**src/rtl/riscv_core_pkg.sv**
```systemverilog
// Shared definitions for the RV64I execute-stage ALU issue block.
// Contains the default datapath width, the ALU control codes, the major-opcode constants,
// the operand-select enums, and a helper that maps funct3/funct7[5] to an ALU control code.
package riscv_core_pkg;

  localparam int unsigned XlenDefault = 64;

  // ALU control codes
  localparam logic [3:0] AluAdd  = 4'b0000;
  localparam logic [3:0] AluSub  = 4'b0001;
  localparam logic [3:0] AluAnd  = 4'b0010;
  localparam logic [3:0] AluOr   = 4'b0011;
  localparam logic [3:0] AluSll  = 4'b0100;
  localparam logic [3:0] AluSlt  = 4'b0101;
  localparam logic [3:0] AluXor  = 4'b0110;
  localparam logic [3:0] AluSra  = 4'b0111;
  localparam logic [3:0] AluSltu = 4'b1000;
  localparam logic [3:0] AluSrl  = 4'b1111;

  // Major opcodes
  localparam logic [6:0] OpcOp      = 7'b0110011;
  localparam logic [6:0] OpcOpImm   = 7'b0010011;
  localparam logic [6:0] OpcLui     = 7'b0110111;
  localparam logic [6:0] OpcAuipc   = 7'b0010111;
  localparam logic [6:0] OpcOp32    = 7'b0111011;
  localparam logic [6:0] OpcOpImm32 = 7'b0011011;

  typedef enum logic [1:0] {SrcARs1, SrcAPc, SrcAZero} src_a_sel_e;
  typedef enum logic [1:0] {SrcBRs2, SrcBImm, SrcBZero} src_b_sel_e;

  // sub_en is set only for register-register forms; immediate forms never encode SUB.
  function automatic logic [3:0] alu_ctrl(input logic [2:0] funct3,
                                          input logic       funct7_b5,
                                          input logic       sub_en);
    logic [3:0] ctrl;
    ctrl = AluAdd;
    unique case (funct3)
      3'b000: ctrl = (sub_en && funct7_b5) ? AluSub : AluAdd;
      3'b001: ctrl = AluSll;
      3'b010: ctrl = AluSlt;
      3'b011: ctrl = AluSltu;
      3'b100: ctrl = AluXor;
      3'b101: ctrl = funct7_b5 ? AluSra : AluSrl;
      3'b110: ctrl = AluOr;
      3'b111: ctrl = AluAnd;
    endcase
    return ctrl;
  endfunction

endpackage

```
**src/rtl/riscv_core_alu_decode.sv**
```systemverilog
// Combinational opcode/funct decode for the ALU issue stage.
// Configuration: RISCV_ALU_WORD_OPS_EN enables decode of OP-32 / OP-IMM-32; when undefined those
// opcodes are reported illegal and alu_isword_o stays 0.
// Ports:
//   opcode_i, funct3_i, funct7_b5_i : instruction fields
//   alu_control_o, alu_isword_o     : ALU control code and 32-bit word flag
//   src_a_sel_o, src_b_sel_o        : operand source selects
//   illegal_o                       : unsupported opcode/funct3
module riscv_core_alu_decode
  import riscv_core_pkg::*;
(
  input  logic [6:0]  opcode_i,
  input  logic [2:0]  funct3_i,
  input  logic        funct7_b5_i,
  output logic [3:0]  alu_control_o,
  output logic        alu_isword_o,
  output src_a_sel_e  src_a_sel_o,
  output src_b_sel_e  src_b_sel_o,
  output logic        illegal_o
);

`ifdef RISCV_ALU_WORD_OPS_EN
  logic word_f3_ok;
  assign word_f3_ok = (funct3_i == 3'b000) || (funct3_i == 3'b001) || (funct3_i == 3'b101);
`endif

  always_comb begin
    // Defaults are also the illegal-op drive: ADD with zero operands.
    alu_control_o = AluAdd;
    alu_isword_o  = 1'b0;
    src_a_sel_o   = SrcAZero;
    src_b_sel_o   = SrcBZero;
    illegal_o     = 1'b0;
    case (opcode_i)
      OpcOp: begin
        src_a_sel_o   = SrcARs1;
        src_b_sel_o   = SrcBRs2;
        alu_control_o = alu_ctrl(funct3_i, funct7_b5_i, 1'b1);
      end
      OpcOpImm: begin
        src_a_sel_o   = SrcARs1;
        src_b_sel_o   = SrcBImm;
        alu_control_o = alu_ctrl(funct3_i, funct7_b5_i, 1'b0);
      end
      OpcLui: begin
        src_a_sel_o = SrcAZero;
        src_b_sel_o = SrcBImm;
      end
      OpcAuipc: begin
        src_a_sel_o = SrcAPc;
        src_b_sel_o = SrcBImm;
      end
`ifdef RISCV_ALU_WORD_OPS_EN
      OpcOp32: begin
        if (word_f3_ok) begin
          src_a_sel_o   = SrcARs1;
          src_b_sel_o   = SrcBRs2;
          alu_isword_o  = 1'b1;
          alu_control_o = alu_ctrl(funct3_i, funct7_b5_i, 1'b1);
        end else begin
          illegal_o = 1'b1;
        end
      end
      OpcOpImm32: begin
        if (word_f3_ok) begin
          src_a_sel_o   = SrcARs1;
          src_b_sel_o   = SrcBImm;
          alu_isword_o  = 1'b1;
          alu_control_o = alu_ctrl(funct3_i, funct7_b5_i, 1'b0);
        end else begin
          illegal_o = 1'b1;
        end
      end
`endif
      default: illegal_o = 1'b1;
    endcase
  end

endmodule

```
**src/rtl/riscv_core_alu_issue.sv**
```systemverilog
// Execute-stage issue and capture pipeline for the RV64I core.
// S1 registers decoded operands/control and drives the external combinational ALU; S2 captures
// the ALU result, rd and illegal flag for the memory stage. Both ends use valid/ready.
// Configuration: RISCV_ALU_WORD_OPS_EN enables OP-32 / OP-IMM-32 (decoded in riscv_core_alu_decode).
// Ports:
//   i_clk, i_rst (sync, active-high)
//   upstream  : i_valid, o_ready, i_opcode, i_funct3, i_funct7_b5, i_rs1, i_rs2, i_imm, i_pc, i_rd
//   ALU       : o_alu_srcA, o_alu_srcB, o_alu_control, o_alu_isword, i_alu_result
//   downstream: o_valid, i_out_ready, o_result, o_rd, o_illegal
module riscv_core_alu_issue
  import riscv_core_pkg::*;
#(
  parameter int unsigned XLEN = XlenDefault
) (
  input  logic            i_clk,
  input  logic            i_rst,
  input  logic            i_valid,
  output logic            o_ready,
  input  logic [6:0]      i_opcode,
  input  logic [2:0]      i_funct3,
  input  logic            i_funct7_b5,
  input  logic [XLEN-1:0] i_rs1,
  input  logic [XLEN-1:0] i_rs2,
  input  logic [XLEN-1:0] i_imm,
  input  logic [XLEN-1:0] i_pc,
  input  logic [4:0]      i_rd,
  output logic [XLEN-1:0] o_alu_srcA,
  output logic [XLEN-1:0] o_alu_srcB,
  output logic [3:0]      o_alu_control,
  output logic            o_alu_isword,
  input  logic [XLEN-1:0] i_alu_result,
  output logic            o_valid,
  input  logic            i_out_ready,
  output logic [XLEN-1:0] o_result,
  output logic [4:0]      o_rd,
  output logic            o_illegal
);

  logic [3:0]  dec_ctrl;
  logic        dec_isword;
  src_a_sel_e  dec_a_sel;
  src_b_sel_e  dec_b_sel;
  logic        dec_illegal;

  riscv_core_alu_decode u_decode (
    .opcode_i      (i_opcode),
    .funct3_i      (i_funct3),
    .funct7_b5_i   (i_funct7_b5),
    .alu_control_o (dec_ctrl),
    .alu_isword_o  (dec_isword),
    .src_a_sel_o   (dec_a_sel),
    .src_b_sel_o   (dec_b_sel),
    .illegal_o     (dec_illegal)
  );

  // S1: operand stage
  logic            s1_valid_q, s1_valid_d;
  logic [XLEN-1:0] s1_src_a_q, s1_src_a_d;
  logic [XLEN-1:0] s1_src_b_q, s1_src_b_d;
  logic [3:0]      s1_ctrl_q, s1_ctrl_d;
  logic            s1_isword_q, s1_isword_d;
  logic [4:0]      s1_rd_q, s1_rd_d;
  logic            s1_illegal_q, s1_illegal_d;

  // S2: result stage
  logic            out_valid_q, out_valid_d;
  logic [XLEN-1:0] out_result_q, out_result_d;
  logic [4:0]      out_rd_q, out_rd_d;
  logic            out_illegal_q, out_illegal_d;

  logic            s1_load;
  logic            s2_load;
  logic [XLEN-1:0] op_a;
  logic [XLEN-1:0] op_b;

  // S1 may accept when it is empty, or when its content can move into S2 this cycle.
  assign o_ready = !s1_valid_q || !out_valid_q || i_out_ready;
  assign s1_load = i_valid && o_ready;
  assign s2_load = s1_valid_q && (!out_valid_q || i_out_ready);

  always_comb begin
    op_a = '0;
    op_b = '0;
    case (dec_a_sel)
      SrcARs1: op_a = i_rs1;
      SrcAPc:  op_a = i_pc;
      default: op_a = '0;
    endcase
    case (dec_b_sel)
      SrcBRs2: op_b = i_rs2;
      SrcBImm: op_b = i_imm;
      default: op_b = '0;
    endcase
  end

  always_comb begin
    s1_valid_d   = s1_valid_q;
    s1_src_a_d   = s1_src_a_q;
    s1_src_b_d   = s1_src_b_q;
    s1_ctrl_d    = s1_ctrl_q;
    s1_isword_d  = s1_isword_q;
    s1_rd_d      = s1_rd_q;
    s1_illegal_d = s1_illegal_q;

    if (s1_load) begin
      s1_valid_d   = 1'b1;
      s1_src_a_d   = op_a;
      s1_src_b_d   = op_b;
      s1_ctrl_d    = dec_ctrl;
      // Decoder holds this low when word ops are compiled out.
      s1_isword_d  = dec_isword;
      s1_rd_d      = i_rd;
      s1_illegal_d = dec_illegal;
    end else if (s2_load) begin
      s1_valid_d = 1'b0;
    end
  end

  always_comb begin
    out_valid_d   = out_valid_q;
    out_result_d  = out_result_q;
    out_rd_d      = out_rd_q;
    out_illegal_d = out_illegal_q;

    if (s2_load) begin
      out_valid_d   = 1'b1;
      out_result_d  = s1_illegal_q ? '0 : i_alu_result;
      out_rd_d      = s1_rd_q;
      out_illegal_d = s1_illegal_q;
    end else if (i_out_ready) begin
      out_valid_d = 1'b0;
    end
  end

  always_ff @(posedge i_clk) begin
    if (i_rst) begin
      s1_valid_q    <= 1'b0;
      s1_src_a_q    <= '0;
      s1_src_b_q    <= '0;
      s1_ctrl_q     <= AluAdd;
      s1_isword_q   <= 1'b0;
      s1_rd_q       <= '0;
      s1_illegal_q  <= 1'b0;
      out_valid_q   <= 1'b0;
      out_result_q  <= '0;
      out_rd_q      <= '0;
      out_illegal_q <= 1'b0;
    end else begin
      s1_valid_q    <= s1_valid_d;
      s1_src_a_q    <= s1_src_a_d;
      s1_src_b_q    <= s1_src_b_d;
      s1_ctrl_q     <= s1_ctrl_d;
      s1_isword_q   <= s1_isword_d;
      s1_rd_q       <= s1_rd_d;
      s1_illegal_q  <= s1_illegal_d;
      out_valid_q   <= out_valid_d;
      out_result_q  <= out_result_d;
      out_rd_q      <= out_rd_d;
      out_illegal_q <= out_illegal_d;
    end
  end

  assign o_alu_srcA    = s1_src_a_q;
  assign o_alu_srcB    = s1_src_b_q;
  assign o_alu_control = s1_ctrl_q;
  assign o_alu_isword  = s1_isword_q;
  assign o_valid       = out_valid_q;
  assign o_result      = out_result_q;
  assign o_rd          = out_rd_q;
  assign o_illegal     = out_illegal_q;

endmodule

```
**config.mk**
```make
export PLATFORM = sky130hd
export DESIGN_NAME = riscv_core_alu_issue
export DESIGN_NICKNAME = d
export VERILOG_FILES = /design/src/rtl/riscv_core_pkg.sv /design/src/rtl/riscv_core_alu_decode.sv /design/src/rtl/riscv_core_alu_issue.sv
export SDC_FILE = /design/constraint.sdc
export NUM_CORES = 1
export LEC_CHECK = 0
export ABC_AREA = 0
export ABC_CLOCK_PERIOD_IN_PS = 1950
export BUFFER_PORTS_ARGS = -buffer_cell sky130_fd_sc_hd__buf_2
export CORE_AREA = 3 3 214 216
export CTS_CLUSTER_DIAMETER = 200
export DETAILED_ROUTE_END_ITERATION = 8
export DIE_AREA = 0 0 217 219
export PLACE_DENSITY = 0.48
export SLEW_MARGIN = 20
export SYNTH_ARGS = -nofsm -noshare
export SYNTH_HDL_FRONTEND = slang
export SYNTH_SLANG_ARGS = --single-unit
```
**constraint.sdc**
```tcl
create_clock -name i_clk -period 1.95 [get_ports i_clk]
set_input_delay 0.195 -clock i_clk [delete_from_list [all_inputs] [get_ports i_clk]]
set_output_delay 0.195 -clock i_clk [all_outputs]
set_load 0.01 [all_outputs]
```
After elaboration in Yosys (flattened, before gate mapping)
Index checks and enable logic that the tools add are counted.
{"block": "classes", "n_eq_ne": 13, "muxes": 15, "n_reduce_logical": 15}
{"operator": "one-hot mux 64 bit (2 select lines)", "count": 2}
{"operator": "two-way mux 64 bit", "count": 1}
{"operator": "one-hot mux 4 bit (8 select lines)", "count": 2}
{"operator": "equality test 7 x 5 -> 1 bit (second input constant)", "count": 2}
{"operator": "equality test 7 x 6 -> 1 bit (second input constant)", "count": 2}
{"operator": "equality test 3 bit (second input constant)", "count": 4}
{"operator": "one-hot mux 2 bit (2 select lines)", "count": 2}
{"operator": "one-hot mux 4 bit (2 select lines)", "count": 1}
{"operator": "equality test 3 x 2 -> 1 bit (second input constant)", "count": 2}
{"operator": "two-way mux 1 bit", "count": 6}
{"operator": "equality test 2 x 1 -> 1 bit (second input constant)", "count": 2}
{"operator": "zero test 2 bit", "count": 2}
{"operator": "two-way mux 4 bit", "count": 1}
{"operator": "nonzero test 2 bit", "count": 2}
{"operator": "OR reduction 4 bit", "count": 1}
{"operator": "equality test 3 x 1 -> 1 bit (second input constant)", "count": 1}
{"operator": "zero test 3 bit", "count": 1}
{"operator": "logical OR 1 bit", "count": 3}
{"operator": "OR reduction 3 bit", "count": 1}
{"operator": "logical AND 1 bit", "count": 2}
{"operator": "zero test 1 bit", "count": 2}
{"operator": "OR reduction 2 bit", "count": 1}
{"block": "word_totals", "reg_bits": 210, "inputBits": 340, "out_inout_bits": 205, "word_cells": 53}

Logic depth before layout (Yosys ltp)
{"block": "logic_depth", "word_depth": 5, "mapped_depth": 6, "ltp_nobuf": 4}

Hierarchy
A second synthesis with hierarchy kept.
{"block": "unflattened", "cells_unflattened": 1131, "area_unflattened_um2": 10266.1}
{"module": "riscv_core_alu_issue", "instances": 1, "cells_each": 1111, "area_each_um2": 10105.9, "seq_area_each_um2": 4224.1}
{"module": "riscv_core_alu_decode", "instances": 1, "cells_each": 20, "area_each_um2": 160.2, "seq_area_each_um2": 0.0}

Least setup slack after synthesis
No wires, ideal clock.
{"block": "synth_timing", "kind": "register to register", "from": "reg out_valid_q, in the netlist o_valid", "to": "reg s1_src_a_q[11], in the netlist o_alu_srcA[11]", "setup_time_ps": 132, "t_arrival_ps": 1346, "t_required_ps": 1818, "setup_slack_ps": 472, "stages_incl_launch_ff": 7, "n_path_buf": 2, "period_less_slack_ps": 1478, "cell_sequence": "dfxtp_1 -> nand3b_1 -> and4_1 -> buf_6 -> buf_6 -> a32oi_1 -> a21oi_1"}
{"block": "synth_via", "elab_chain_len": 4}
{"element": "from (decl)", "line_no": "riscv_core_alu_issue.sv:66", "text": "logic out_valid_q, out_valid_d;"}
{"element": "from (signal assigned)", "line_no": "riscv_core_alu_issue.sv:156", "text": "out_valid_q <= out_valid_d;"}
{"element": "zero test 1 bit", "line_no": "riscv_core_alu_issue.sv:77", "text": "assign o_ready = !s1_valid_q || !out_valid_q || i_out_ready;"}
{"element": "logical OR 1 bit (2 in a row)", "line_no": "riscv_core_alu_issue.sv:77"}
{"element": "net o_ready", "line_no": "riscv_core_alu_issue.sv:18", "text": "output logic o_ready,"}
{"element": "logical AND 1 bit", "line_no": "riscv_core_alu_issue.sv:78", "text": "assign s1_load = i_valid && o_ready;"}
{"element": "to (signal assigned)", "line_no": "riscv_core_alu_issue.sv:150", "text": "s1_src_a_q <= s1_src_a_d;"}
{"element": "to (decl)", "line_no": "riscv_core_alu_issue.sv:58", "text": "logic [XLEN-1:0] s1_src_a_q, s1_src_a_d;"}
The timed path passes the listed nets, and every way through them passes these cells.
A chain may end at the register's enable or synchronous reset.

Worst setup path in the final report
{"block": "layout_timing", "from": "reg s1_valid_q", "to": "reg s1_src_a_q[32], in the netlist o_alu_srcA[32]"}
{"block": "layout_via", "elab_chain_len": 4}
{"element": "from (decl)", "line_no": "riscv_core_alu_issue.sv:57", "text": "logic s1_valid_q, s1_valid_d;"}
{"element": "from (signal assigned)", "line_no": "riscv_core_alu_issue.sv:149", "text": "s1_valid_q <= s1_valid_d;"}
{"element": "zero test 1 bit", "line_no": "riscv_core_alu_issue.sv:77"}
{"element": "logical OR 1 bit (2 in a row)", "line_no": "riscv_core_alu_issue.sv:77"}
{"element": "logical AND 1 bit", "line_no": "riscv_core_alu_issue.sv:78"}
No other way between the ends.

==> summary.txt <==
Final layout
  • Share of cells above drive strength 1: approximately 36%
  • NumNets Final: slightly above 2,000
  • Fillers: between 4,000 and 5,000
  • Multi-input combinational cell area: 3960 um^2
  • FF/Latch Area: about 4200 um^2
  • Fin area: about 16,000 um^2
  • Area Overhead vs Synth: 83.5%

Logic synthesis
  • Mapped Avg Cell Area: about 9.4 um^2
  • Sequential fraction of the synthesis area: 48.7%
  • Total of warnings raised by yosys: 0
  • Cell Area, Synth: 8630 um^2
  • Yosys reg bits: 210
  • Syn_nets: between 1,000 and 1,500
  • Synth Instances: 919
  • Yosys cell types: 31

Critical path
  • Crit-path cells: nand3b_1 -> and4_2 -> buf_4 -> a32oi_1 -> a21oi_1
  • Critical Path AT: about 2.2 ns
  • Critical R2R Launch: s1_valid_q
  • Worst reg2reg setup slack: about 0.21 ns
  • Capturing point of the worst reg2reg path: o_alu_srcA[32]
  • CP delay by family, top: simple AND/OR/NAND/NOR gates
  • Buf/Inv on CP: 1
  • Slowest stage cell, crit path: and4_2
  • CP Launch Type: register
  • Crit Path Category: register to register
  • Crit-path max cell delay: 0.39 ns
  • Worst-path maximum fanout: 23
  • WP data required: approximately 2.4 ns
  • Crit. End Element: register
  • R2R depth: 5

Drt
  • Post-route ant nets: 0
  • Vias/cell: about 4.4
  • Drt drc: 0
  • Via count: ~10,000
  • M1 wire length: ~16 mm
  • Routed length on met3: roughly 2.8 mm
  • 1st-pass router iterations: 4
  • WL final: a little under 40 mm
  • 1st-iter DRT viols: about 490
  • Top layer in use: met4
  • Met2 WL: roughly 20 mm
  • WL/cell: approximately 17 um

Timing
  • Finish-stage setup viols: 0
  • Final clock skew: roughly 0.0094 ns
  • Max-slew violations: 0
  • Period utilization: 89.2%
  • RSZ-0062 raised after global routing: no
  • Tmin final: between 1.5 and 2 ns
  • Fin. Hold Viols: 0
  • Highest Clock Rate: between 500 and 600 MHz
  • Setup total negative slack: 0 ns
  • Final worst slack: 0.212 ns

Clocking
  • CTS max path bufs: 3
  • # H-tree levels: 1
  • TritonCTS clock tree: done
  • TritonCTS buffer count: 25
  • Clock latency on the worst-skew pair: between 0.5 and 0.6 ns
  • Post-CTS setup buffers: 0
  • CTS root buf: clkbuf_16
  • Clock sink count: 210
  • Cts repair resizes: 0
  • Clock transition at path regs: ~0.060 ns

Placement
  • Pre-CTS setup slack: 0.171 ns
  • Post-DP HPWL: 25.9 mm
  • Post-Place Cell Area: approximately 12,000 um^2
  • Placer Congestion: between 0.7 and 0.8
  • PortBufs: roughly 540

Hold path
  • Worst Hold Depth: 3
  • Tightest Hold Check Type: primary input to register
  • Hold Path End: o_alu_srcB[36]
  • Hold path start: i_rs2[36]

Global routing
  • Global route overflow: 0
  • Number of global-route vias before repair: between 10,000 and 15,000
  • Antenna violations before repair: 1
  • Total track usage: between 10% and 20%
  • Largest net degree at the start of global routing: 80
  • First-pass GRT wire length: about 59 mm

Floorplan
  • Row cnt: just under 80
  • Die Area: approximately 48,000 um^2
  • Initial Util: just under 20%
  • Die Height: 219 um
  • IO Pins: roughly 550
  • Core area: 44,100 um^2
  • Die X: between 200 and 250 um

Pwr
  • Tot Pwr: around 0.011 W
  • Power Dens Cells: 684 nW/um^2
  • Max IR drop VDD: a little over 500 uV
  • Static leakage: between 6 and 7 nW

Outcome
  • Outcome: finished, final reports clean

Flow run
  • Max-cap violations: 0
-- kinds of logic (layout without fill, tap and decap cells) --
family / after synthesis / count (layout) / synth area share (%)
multiplexers: 65 / 65 / 7.56
buffers and inverters: 96 / 911 / 5.74
other: 1 / 2 / 0.0435
flip-flops: 210 / 210 / 48.7
AO/OA/AOI/OAI: 274 / 274 / 20.9
XOR/XNOR: 1 / 1 / 0.102
AND/OR/NAND/NOR: 272 / 272 / 17.0
-- registers in the layout, indices dropped and copies added, names as in the netlist --
signal / flops
o_alu_control: 4
s1_rd_q: 5
s1_illegal_q: 1
o_alu_srcA: 64
o_illegal: 1
o_valid: 1
o_result: 64
o_alu_srcB: 64
s1_valid_q: 1
o_rd: 5
-- final cells by class --
class | count | area share [%]
flip-flops and latches | 210 | 26.6
multi-input cells | 613 | 25.0
diodes | 1 | 0.0158
well taps | 592 | 4.68
inverters | 2 | 0.0474
clock inverters | 4 | 0.379
clock buffers | 38 | 4.83
repair buffers | 867 | 38.5
-- worst min-delay path, delay by kind of cell --
kind	cells	cell delay (ns)
mux	1	0.12
buf+inv	1	0.10
compound gates	1	0.14
-- report_power, final --
part | internal, W | switching [W]
combinational | 0.000968 | 0.000723
sequential | 0.00437 | 0.0000389
clock | 0.00282 | 0.00189
total | 0.00816 | 0.00266
-- worst max path at each step --
stage / startpoint / end / depth (start not counted)
finish: s1_valid_q / o_alu_srcA[32] / 5
global route: s1_valid_q / o_alu_srcA[30] / 5
floorplan: o_valid / o_alu_srcA[11] / 6
detailed placement: i_out_ready / o_alu_srcA[33] / 6
CTS: s1_valid_q / o_alu_srcA[33] / 5
global placement: i_opcode[3] / o_alu_srcA[34] / 6
-- routing by layer --
| layer | vias to the layer above | global-route usage (%) |
|---|---|---|
| met5 | - | 0 |
| met4 | 0 | 5.76 |
| met3 | 87 | 3.32 |
| met2 | 443 | 28.0 |
| met1 | 4824 | 17.5 |
| li1 | 4931 | - |
-- synth_stat cells --
| cell type | number | area (um^2) |
|---|---|---|
| dfxtp_1 | 210 | 4200 |
| a21oi_1 | 160 | 801 |
| nand2_1 | 107 | 402 |
| nand3b_1 | 65 | 488 |
| mux2i_1 | 64 | 641 |
| o2bb2ai_1 | 64 | 561 |
| nand3_1 | 52 | 260 |
| a32oi_1 | 49 | 429 |
| clkbuf_1 | 38 | 143 |
| buf_2 | 36 | 180 |
| nor2b_1 | 18 | 113 |
| nand2b_1 | 16 | 100 |
| buf_4 | 12 | 90.1 |
| buf_6 | 6 | 67.6 |
| nor2_1 | 3 | 11.3 |
| and2_1 | 2 | 12.5 |
| buf_1 | 2 | 7.51 |
| inv_1 | 2 | 7.51 |
| a311o_1 | 1 | 10.0 |
| and3_1 | 1 | 6.26 |
| and3b_1 | 1 | 8.76 |
| and4_1 | 1 | 8.76 |
| and4bb_1 | 1 | 12.5 |
| conb_1 | 1 | 3.75 |
| mux2_2 | 1 | 11.3 |
| nand4_1 | 1 | 6.26 |
| nand4b_1 | 1 | 8.76 |
| nor2_4 | 1 | 11.3 |
| nor3_1 | 1 | 5.00 |
| nor4b_1 | 1 | 8.76 |
| xnor2_1 | 1 | 8.76 |
-- what timing repair did --
action,in CTS,in global routing
endpoints found under the setup margin,0,0
hold buffers,298,0
hold endpoints to repair,187,0
-- layout by cell type (no fill, tap or decap), drive strengths merged, types with 2 or more instances in the layout --
master       Yosys  final
buf             56    569
dlygate4sd3      0    298
dfxtp          210    210
a21oi          160    160
nand2          107    107
nand3b          65     65
mux2i           64     64
o2bb2ai         64     64
nand3           52     52
a32oi           49     49
clkbuf          38     38
nor2b           18     18
nand2b          16     16
nor2             4      4
inv              2      3
and2             2      2
clkinv           0      2
-- stage by stage --
stage | hold slack (ns) | util, % | cells
floorplan | 0.324 | - | 919
global placement | 0.435 | 27.2 | 1986
detailed placement | 0.440 | 27.2 | 1986
CTS | 0.00346 | 35.9 | 2326
global route | 0.0287 | 35.9 | 2327
finish | 0.0494 | 35.9 | 2327
No activity file was read; power rests on OpenSTA's default activity.
